**config.mk**
```make
export PLATFORM = sky130hd
export DESIGN_NAME = fpu_issue_ctrl_flat
export DESIGN_NICKNAME = d
export VERILOG_FILES = /design/src/rtl/fpu_pkg.sv /design/src/rtl/fpu_issue_ctrl_if.sv /design/src/rtl/fpu_issue_ctrl_fifo.sv /design/src/rtl/fpu_issue_ctrl.sv /design/src/flat_wrapper.sv
export SDC_FILE = /design/constraint.sdc
export NUM_CORES = 1
export LEC_CHECK = 0
export ABC_AREA = 1
export CELL_PAD_IN_SITES_DETAIL_PLACEMENT = 0
export CELL_PAD_IN_SITES_GLOBAL_PLACEMENT = 1
export CORE_MARGIN = 2
export CORE_UTILIZATION = 33
export DETAILED_ROUTE_END_ITERATION = 8
export HOLD_SLACK_MARGIN = 0.12
export PLACE_DENSITY_LB_ADDON = 0.1
export SETUP_SLACK_MARGIN = 0.15
export SLEW_MARGIN = 15
export SYNTH_ARGS = -nofsm -noshare
export SYNTH_HDL_FRONTEND = slang
export SYNTH_SLANG_ARGS = --single-unit
export TNS_END_PERCENT = 30
```
**constraint.sdc**
```tcl
create_clock -name Clk -period 5.4 [get_ports Clk]
set_input_delay 1.35 -clock Clk [delete_from_list [all_inputs] [get_ports Clk]]
set_output_delay 1.35 -clock Clk [all_outputs]
set_load 0.02 [all_outputs]
```
**src/rtl/fpu_pkg.sv**
```systemverilog
// fpu_pkg: opcodes, FSM states, flag indices and operand bundle
// shared by the FPU issue stage.
package fpu_pkg;

  localparam logic [3:0] OP_ADD = 4'h0;
  localparam logic [3:0] OP_SUB = 4'h1;
  localparam logic [3:0] OP_MUL = 4'h2;
  localparam logic [3:0] OP_DIV = 4'h3;
  localparam logic [3:0] OP_NOP = 4'hF;

  typedef logic [1:0] state_t;
  localparam state_t ST_IDLE  = 2'd0;
  localparam state_t ST_ISSUE = 2'd1;
  localparam state_t ST_WAIT  = 2'd2;
  localparam state_t ST_RESP  = 2'd3;

  localparam int FLG_EXC = 0;
  localparam int FLG_OVF = 1;
  localparam int FLG_UNF = 2;

  typedef struct packed {
    logic [31:0] a;
    logic [31:0] b;
    logic [3:0]  op;
  } fp_cmd_t;

  function automatic logic op_legal(
    input logic [3:0] op
  );
    return (op == OP_ADD) || (op == OP_SUB) ||
           (op == OP_MUL) || (op == OP_DIV);
  endfunction

endpackage

```
**src/rtl/fpu_issue_ctrl_if.sv**
```systemverilog
// fpu_issue_if: command and response valid/ready channels
// of the FPU issue stage.
interface fpu_issue_if #(
  parameter int TAG_W = 4
) ();

  logic             cmd_valid;
  logic             cmd_ready;
  logic [31:0]      cmd_a;
  logic [31:0]      cmd_b;
  logic [3:0]       cmd_op;
  logic [TAG_W-1:0] cmd_tag;

  logic             rsp_valid;
  logic             rsp_ready;
  logic [31:0]      rsp_data;
  logic [2:0]       rsp_flags;
  logic [TAG_W-1:0] rsp_tag;

  modport master (
    output cmd_valid, cmd_a, cmd_b,
    output cmd_op, cmd_tag, rsp_ready,
    input  cmd_ready, rsp_valid,
    input  rsp_data, rsp_flags, rsp_tag
  );

  modport slave (
    input  cmd_valid, cmd_a, cmd_b,
    input  cmd_op, cmd_tag, rsp_ready,
    output cmd_ready, rsp_valid,
    output rsp_data, rsp_flags, rsp_tag
  );

endinterface

```
**src/rtl/fpu_issue_ctrl_fifo.sv**
```systemverilog
// fpu_cmd_fifo: circular command buffer, DEPTH a power of two,
// pointers carry one extra wrap bit to tell full from empty.
module fpu_cmd_fifo #(
  parameter int DEPTH = 4,
  parameter int W     = 8
) (
  input  logic         Clk,
  input  logic         RstN,
  input  logic         push_i,
  input  logic [W-1:0] data_i,
  input  logic         pop_i,
  output logic [W-1:0] data_o,
  output logic         full_o,
  output logic         empty_o
);

  localparam int AW = $clog2(DEPTH);

  logic [W-1:0] mem_q [DEPTH];
  logic [AW:0]  wr_q;
  logic [AW:0]  rd_q;
  logic         do_push;
  logic         do_pop;

  assign empty_o = (wr_q == rd_q);
  assign full_o  = (wr_q[AW] != rd_q[AW]) &&
                   (wr_q[AW-1:0] == rd_q[AW-1:0]);
  assign data_o  = mem_q[rd_q[AW-1:0]];
  assign do_push = push_i & ~full_o;
  assign do_pop  = pop_i & ~empty_o;

  always_ff @(posedge Clk or negedge RstN) begin
    if (!RstN) begin
      wr_q <= '0;
      rd_q <= '0;
    end else begin
      if (do_push) wr_q <= wr_q + 1'b1;
      if (do_pop)  rd_q <= rd_q + 1'b1;
    end
  end

  always_ff @(posedge Clk) begin
    if (do_push) mem_q[wr_q[AW-1:0]] <= data_i;
  end

endmodule

```
**src/rtl/fpu_issue_ctrl.sv**
```systemverilog
// fpu_issue_ctrl: turns the free-running FPU core port into a
// flow-controlled transaction port. Option: FPU_ISSUE_STATS_EN.
module fpu_issue_ctrl
  import fpu_pkg::*;
#(
  parameter int DEPTH = 4,
  parameter int TAG_W = 4
) (
  input  logic        Clk,
  input  logic        RstN,
  fpu_issue_if.slave  bus,
  output logic [31:0] core_a,
  output logic [31:0] core_b,
  output logic [3:0]  core_op,
  input  logic [31:0] core_result,
  input  logic        core_exc,
  input  logic        core_ovf,
  input  logic        core_unf
`ifdef FPU_ISSUE_STATS_EN
  ,
  output logic [15:0] stat_issued,
  output logic [15:0] stat_exc
`endif
);

  typedef struct packed {
    fp_cmd_t          f;
    logic [TAG_W-1:0] tag;
  } cmd_t;

  cmd_t             push_d;
  cmd_t             head;
  cmd_t             op_q;
  cmd_t             op_d;
  logic             full;
  logic             empty;
  logic             push;
  logic             load;
  logic             rdy_q;
  state_t           state_q;
  state_t           state_d;
  logic [31:0]      data_q;
  logic [31:0]      data_d;
  logic [2:0]       flags_q;
  logic [2:0]       flags_d;
  logic [TAG_W-1:0] rtag_q;
  logic [TAG_W-1:0] rtag_d;
  logic             st_idle;
  logic             st_issue;
  logic             st_wait;
  logic             st_resp;
  logic             drive;

  assign push_d = {bus.cmd_a, bus.cmd_b,
                   bus.cmd_op, bus.cmd_tag};

  assign bus.cmd_ready = rdy_q & ~full;
  assign push = bus.cmd_valid & bus.cmd_ready;

  fpu_cmd_fifo #(
    .DEPTH (DEPTH),
    .W     ($bits(cmd_t))
  ) u_fifo (
    .Clk     (Clk),
    .RstN    (RstN),
    .push_i  (push),
    .data_i  (push_d),
    .pop_i   (load),
    .data_o  (head),
    .full_o  (full),
    .empty_o (empty)
  );

  assign st_idle  = (state_q == ST_IDLE);
  assign st_issue = (state_q == ST_ISSUE);
  assign st_wait  = (state_q == ST_WAIT);
  assign st_resp  = (state_q == ST_RESP);

  always_comb begin
    state_d = state_q;
    op_d    = op_q;
    data_d  = data_q;
    flags_d = flags_q;
    rtag_d  = rtag_q;
    load    = 1'b0;
    unique case (1'b1)
      st_idle: load = ~empty;
      st_issue: state_d = ST_WAIT;
      st_wait: begin
        state_d          = ST_RESP;
        data_d           = core_result;
        flags_d[FLG_EXC] = core_exc;
        flags_d[FLG_OVF] = core_ovf;
        flags_d[FLG_UNF] = core_unf;
        rtag_d           = op_q.tag;
      end
      st_resp: begin
        if (bus.rsp_ready) begin
          load = ~empty;
          if (empty) state_d = ST_IDLE;
        end
      end
      default: state_d = ST_IDLE;
    endcase
    // illegal opcodes bypass the core and answer at once
    if (load) begin
      op_d = head;
      if (op_legal(head.f.op)) begin
        state_d = ST_ISSUE;
      end else begin
        state_d          = ST_RESP;
        data_d           = '0;
        flags_d          = '0;
        flags_d[FLG_EXC] = 1'b1;
        rtag_d           = head.tag;
      end
    end
  end

  always_ff @(posedge Clk or negedge RstN) begin
    if (!RstN) begin
      rdy_q   <= 1'b0;
      state_q <= ST_IDLE;
      op_q    <= '0;
      data_q  <= '0;
      flags_q <= '0;
      rtag_q  <= '0;
    end else begin
      rdy_q   <= 1'b1;
      state_q <= state_d;
      op_q    <= op_d;
      data_q  <= data_d;
      flags_q <= flags_d;
      rtag_q  <= rtag_d;
    end
  end

  assign drive   = st_issue | st_wait;
  assign core_a  = drive ? op_q.f.a : '0;
  assign core_b  = drive ? op_q.f.b : '0;
  assign core_op = drive ? op_q.f.op : OP_NOP;

  assign bus.rsp_valid = st_resp;
  assign bus.rsp_data  = data_q;
  assign bus.rsp_flags = flags_q;
  assign bus.rsp_tag   = rtag_q;

`ifdef FPU_ISSUE_STATS_EN
  logic        hs;
  logic [15:0] issued_q;
  logic [15:0] exc_q;

  assign hs = st_resp & bus.rsp_ready;

  always_ff @(posedge Clk or negedge RstN) begin
    if (!RstN) begin
      issued_q <= '0;
      exc_q    <= '0;
    end else if (hs) begin
      if (issued_q != 16'hFFFF)
        issued_q <= issued_q + 1'b1;
      if (flags_q[FLG_EXC] && exc_q != 16'hFFFF)
        exc_q <= exc_q + 1'b1;
    end
  end

  assign stat_issued = issued_q;
  assign stat_exc    = exc_q;
`endif

endmodule

```
**src/flat_wrapper.sv**
```systemverilog
// flat-port wrapper written by rule: the top's interface ports become plain ports
module fpu_issue_ctrl_flat import fpu_pkg::*;
#(
  parameter int DEPTH = 4,
  parameter int TAG_W = 4
)
  (Clk, RstN, core_a, core_b, core_op, core_result, core_exc, core_ovf, core_unf, bus_cmd_valid, bus_cmd_a, bus_cmd_b, bus_cmd_op, bus_cmd_tag, bus_rsp_ready, bus_cmd_ready, bus_rsp_valid, bus_rsp_data, bus_rsp_flags, bus_rsp_tag);
  fpu_issue_if #(.TAG_W(TAG_W)) bus_i ();
  input  logic Clk;
  input  logic RstN;
  output logic [31:0] core_a;
  output logic [31:0] core_b;
  output logic [3:0] core_op;
  input  logic [31:0] core_result;
  input  logic core_exc;
  input  logic core_ovf;
  input  logic core_unf;
  input wire logic [$bits(bus_i.cmd_valid)-1:0] bus_cmd_valid;
  input wire logic [$bits(bus_i.cmd_a)-1:0] bus_cmd_a;
  input wire logic [$bits(bus_i.cmd_b)-1:0] bus_cmd_b;
  input wire logic [$bits(bus_i.cmd_op)-1:0] bus_cmd_op;
  input wire logic [$bits(bus_i.cmd_tag)-1:0] bus_cmd_tag;
  input wire logic [$bits(bus_i.rsp_ready)-1:0] bus_rsp_ready;
  output wire logic [$bits(bus_i.cmd_ready)-1:0] bus_cmd_ready;
  output wire logic [$bits(bus_i.rsp_valid)-1:0] bus_rsp_valid;
  output wire logic [$bits(bus_i.rsp_data)-1:0] bus_rsp_data;
  output wire logic [$bits(bus_i.rsp_flags)-1:0] bus_rsp_flags;
  output wire logic [$bits(bus_i.rsp_tag)-1:0] bus_rsp_tag;
  assign bus_i.cmd_valid = bus_cmd_valid;
  assign bus_i.cmd_a = bus_cmd_a;
  assign bus_i.cmd_b = bus_cmd_b;
  assign bus_i.cmd_op = bus_cmd_op;
  assign bus_i.cmd_tag = bus_cmd_tag;
  assign bus_i.rsp_ready = bus_rsp_ready;
  assign bus_cmd_ready = bus_i.cmd_ready;
  assign bus_rsp_valid = bus_i.rsp_valid;
  assign bus_rsp_data = bus_i.rsp_data;
  assign bus_rsp_flags = bus_i.rsp_flags;
  assign bus_rsp_tag = bus_i.rsp_tag;
  fpu_issue_ctrl #(.DEPTH(DEPTH), .TAG_W(TAG_W)) u_core (.Clk(Clk), .RstN(RstN), .bus(bus_i), .core_a(core_a), .core_b(core_b), .core_op(core_op), .core_result(core_result), .core_exc(core_exc), .core_ovf(core_ovf), .core_unf(core_unf));
endmodule
```
After elaboration in Yosys (flattened, before gate mapping). Memory sizes are Yosys's and may differ from the RTL's. Index checks and enable logic that the tools add are counted.

Eq/ne operators: 12. Bitwise logic cells: 7. Shifts and indexed selects: 0. Reduce and logical (&&, ||, !) cells: 7. Divide/modulo/power cells: 0. Multiplexer cells: 21. Multipliers: 0. Add/subtract/negate cells: 2. Magnitude comparators: 0.

Operators with widths (number): 32-bit two-way mux (5); 4-bit two-way mux (4); 3-bit two-way mux (3); 4-bit by 2-bit == test with 1-bit output (second input constant) (2); 2-bit two-way mux (4); 2-bit case mux with 4 select lines (1); 3-bit by 1-bit adder with 3-bit output (second input constant) (2); 1-bit bitwise AND (4); 2-bit == test (second input constant) (2); 4-bit by 1-bit == test with 1-bit output (second input constant) (1); 4-bit logical NOT (1); 3-bit == test (1); 1-bit logical OR (3); 1-bit two-way mux (3); 3-bit by 1-bit inequality test with 1-bit output (second input constant) (1); 3-bit by 2-bit inequality test with 1-bit output (second input constant) (1); 3-bit AND reduction (1); 2-bit by 1-bit == test with 1-bit output (second input constant) (1); 2-bit == test (1); 2-bit logical NOT (1); 2-bit inequality test (second input constant) (1); 1-bit NOT (2); 1-bit case mux with 2 select lines (1); 1-bit logical AND (1); other kinds (2) (2).

Memories: 1. Word-level logic and storage cells: 61. Bits in registers: 120. Output and inout bits: 109. Memory bits (read-only): 0. Input bits: 111. Memory bits (writable): 288. Bits in latches: 0.

Memory list: u_core.u_fifo.mem_q (depth 4, width 72, rd ports 1, clocked after Yosys merged registers in 0, write ports 1, line fpu_issue_ctrl_fifo.sv:19) `logic [W-1:0] mem_q [DEPTH];`.

Logic depth before layout (Yosys ltp).
Depth in word-level cells: 8. Gate-level depth with buffers: 12. Gate-level depth less buffers: 10.

By module. Synthesis repeated with hierarchy kept, for this count alone.

Cell total of the unflattened synthesis: 1478. Area total of the unflattened synthesis: 16343.2 sq um.

Modules (own cells, without submodules): fpu_cmd_fifo (times used 1, area each 11050.6 sq um, seq. area each 8798.4 sq um, cells an instance 757); fpu_issue_ctrl (times used 1, area each 5292.6 sq um, seq. area each 2852.7 sq um, cells an instance 721).

Worst setup path after synthesis. OpenSTA, ideal clock, no wires.

Path kind: input-to-reg. Start: input port bus_cmd_valid. End: memory u_core.u_fifo.mem_q[3][0] (netlist name) (enable). Stages on the path: 2. Required time: 4.896 ns. Buffers on the path: 0. Data arrival time: 4.551 ns. Path slack: 0.345 ns. Library setup time: 0.504 ns. Cells stage by stage: nand3_2 -> nor2_1.

Longest elaborated chain between the ends: 4.

RTL lines: start: declaration (line flat_wrapper.sv:18) `input wire logic [$bits(bus_i.cmd_valid)-1:0] bus_cmd_valid;`; 1-bit bitwise AND (line fpu_issue_ctrl.sv:58) `assign push = bus.cmd_valid & bus.cmd_ready;`; 1-bit bitwise AND (line fpu_issue_ctrl_fifo.sv:29) `assign do_push = push_i & ~full_o;`; 1-bit two-way mux (line fpu_issue_ctrl_fifo.sv:43) `if (do_push) mem_q[wr_q[AW-1:0]] <= data_i;`; 1-bit two-way mux (not written as such) (line fpu_issue_ctrl_fifo.sv:43); end: declaration (line fpu_issue_ctrl_fifo.sv:19).

No other way between the ends.

Worst setup path in the final report.
Start: register u_core.state_q[1]. End: output port core_op[0].

Longest elaborated chain between the ends: 3. Elaborated cells on any way between the ends: 4. Classes of those cells: 2 x eq/ne; 1 x mux; 1 x bitwise.

RTL lines: start: declaration (line fpu_issue_ctrl.sv:40) `state_t state_q;`; start signal: assignment (line fpu_issue_ctrl.sv:130) `state_q <= state_d;`; 2-bit by 1-bit == test with 1-bit output or 2-bit == test (tied branches) (line fpu_issue_ctrl.sv:75, fpu_issue_ctrl.sv:76); 1-bit bitwise OR (*) (line fpu_issue_ctrl.sv:138) `assign drive = st_issue | st_wait;`; 4-bit two-way mux (*) (line fpu_issue_ctrl.sv:141) `assign core_op = drive ? op_q.f.op : OP_NOP;`; end: declaration (line flat_wrapper.sv:13) `output logic [3:0] core_op;`.

Mark *: on every way between the ends. The rest lies on a longest branch, timed or not.

==> run metrics <==
port bufs=219; gr ovfl total=0; max cap viols=0; Crit path arrival time=2.95 ns; Setup Viol. Count Final=0; critical path cell sequence=inv_1 > ha_4 > inv_1 > or2_2 > clkdlybuf4s50_1; Vias/cell=4.64; core area=0.0479 mm2; Startpoint Class=flip-flop; post-CTS setup buffer count=0; Finished Layout Cells=2,255; first-pass detailed-route iteration total=4; vias in the first global route=10,400; Yosys cell types=29; nets@finish=1,721; DRC Markers=0; total routed wirelength=40.4 mm; num rows=80; Post-Syn Instances=1,400; largest net degree at the start of global routing=88; syn nets=1,519; Filler cells=4,625; post-place instance area=0.0189 mm2; Detail Route Antenna Nets=0; setup TNS=0 ns; Req. time, crit path=4.05 ns; gr usage total=16.2%; dominant register cell in the synthesized netlist=edfxtp_1; DR WL/cell=17.9 um; register bit total from synthesis=408; Final Max Slew Viols=0; Die X=225 um; post-synthesis sequential area ratio=72.4%; Fmax=233 MHz; critical path class=reg2out; CP bufs+invs=3; CTS root buf=clkbuf_16; Synth-to-Final Area Change=26.0%; CTS tree=yes; initial antenna violation count=6; hold path start=u_core.op_q[3]; Slew headroom=31.6%; Cell Area, Synth=0.0161 mm2; Initial Util=33.6%; cell taking the most area after synthesis=edfxtp_1; clk buf depth=3; Final Wtd Congestion=0.700; hold_buf cts=0; main area contributors after synthesis=edfxtp_1 (54%), dfrtp_1 (19%), nor2_1 (8.0%); CP max stage delay=0.86 ns; min cycle time layout=4.30 ns; share of synthesized flip-flops with an asynchronous set or reset=29.4%; Hold Crit Class=reg2reg; Post-synth EDFFs=288; pwr/cell area=628 mW/mm2; critical path's most frequent cell=inv_1; die area=0.0505 mm2; Critical path origin=u_core.state_q[1]; cts bufs inserted=46; Synth top area share=53.7%; die height=225 um; worst-case clock skew=0.0150 ns; Reg2Reg Launch Point=u_core.u_fifo.rd_q[1]; H-tree levels=2; post-DP HPWL=22.6 mm; first-pass GRT wire length=61.8 mm; clk sink count=408; Clk Latency, worst-skew pair=0.57 ns; DP Cell Count=2,169; most common cell after layout, fill and taps aside=nor2_1; syn_area_per_cell=11.5 um2; Worst Max-Slew Pin Slew=1.02 ns; share of cells above drive strength 1=6.16%; Design Area, Final=0.0203 mm2; CP max-delay cell=ha_4; Fin. Hold Viols=0; CP top delay family=adder cells; worst vdd ir=0.000379 V; Final Cycle Share=79.6%; First DRT Iteration DRCs=593; leak pwr=7.70 nW; top fanout value on the critical path=68; CTS resizes=0; I/O pin count=220; CP Capture Type=output pin; Worst-path clk slew=0.06 ns; via count=10,500; most frequent cells in the layout=nor2_1 (339), edfxtp_1 (288), clkdlybuf4s50_1 (218); RSZ-0062 raised after global routing=no; status=complete, no violations; Synth warnings=0
sequential cells by signal, summed over array words and instances, names as in the netlist:
| name | cells |
|---|---|
| u_core.bus.rsp_tag | 4 |
| u_core.u_fifo.wr_q | 3 |
| u_core.state_q | 2 |
| u_core.u_fifo.rd_q | 3 |
| u_core.bus.rsp_data | 32 |
| u_core.u_fifo.mem_q | 288 |
| u_core.op_q | 72 |
| u_core.bus.rsp_flags | 3 |
| u_core.rdy_q | 1 |
path summary, 6_finish.rpt:
| check | endpoint | slack (ns) | cells past startpoint |
|---|---|---|---|
| max | core_op[0] | 1.10 | 5 |
| min | u_core.op_q[3] | 0.48 | 2 |
| max reg2reg | u_core.u_fifo.mem_q[0][7] | 2.39 | 7 |
| min reg2reg | u_core.op_q[3] | 0.48 | 2 |
| max in group asynchronous | u_core.u_fifo.rd_q[0] | 3.73 | 2 |
| min in group asynchronous | u_core.bus.rsp_data[21] | 0.88 | 1 |
cell families (layout without fill, tap and decap cells):
| kind of cell | after synthesis | count (layout) | share of synthesized area [%] |
|---|---|---|---|
| xor+xnor | 3 | 3 | 0.163 |
| compound gates | 254 | 254 | 8.49 |
| fa+ha+maj | 8 | 8 | 0.622 |
| flops | 408 | 408 | 72.4 |
| mux | 4 | 4 | 0.249 |
| buf+inv | 172 | 411 | 4.86 |
| simple gates | 550 | 550 | 13.2 |
| other cells | 1 | 2 | 0.0233 |
cells in the mapped netlist, types with 3 or more instances:
master and count:
o21ai_1 7, nand2_1 190, ha_1 8, nor2_1 343, buf_6 13, nand3_1 6, buf_2 25, mux2i_1 4
a31oi_1 66, a21oi_1 36, clkbuf_1 31, inv_1 86, xor2_1 3, edfxtp_1 288, buf_1 12, dfrtp_1 120
o22ai_1 4, nand4_1 3, o21ai_0 139
power by group:
part	leakage [nW]	switching, mW	internal (mW)	total (mW)
sequential	4.01	0.313	4.07	4.39
clock	0.674	1.22	1.69	2.90
combinational	3.02	3.43	2.01	5.44
stage by stage:
stage	hold WS, ns	power (mW)	utilization, %	worst slack (ns)
6_report	0.480	12.7	42.3	1.10
5_1_grt	0.494	13.6	42.3	0.863
4_1_cts	0.483	13.0	42.3	0.992
3_5_place_dp	0.467	10.0	39.3	1.59
3_3_place_gp	0.465	10.0	39.3	1.65
2_1_floorplan	0.449	7.85	-	0.345
worst min-delay path, delay by kind of cell, from the launching register on:
kind             cells  cell delay (ns)
DFF                  1             0.34
and+or+nand+nor      2             0.11
routing by layer:
metal / GRT usage (%) / vias up / wire [um]
li1: - / 5136 / -
met1: 19.7 / 5046 / 17300
met2: 28.5 / 211 / 20200
met3: 3.25 / 69 / 1880
met4: 5.43 / 10 / 913
met5: 0 / - / 63
area by class of cell:
type | count | area (um2) | share of cell area (%)
diodes | 1 | 2.50 | 0.0123
clock buffers | 63 | 1260 | 6.24
clock inverters | 22 | 149 | 0.734
inverters | 89 | 340 | 1.68
multi-input cells | 820 | 3700 | 18.2
flip-flops and latches | 408 | 11700 | 57.5
well taps | 615 | 769 | 3.80
repair buffers | 237 | 2390 | 11.8
Power figures use the tool's default switching activity.
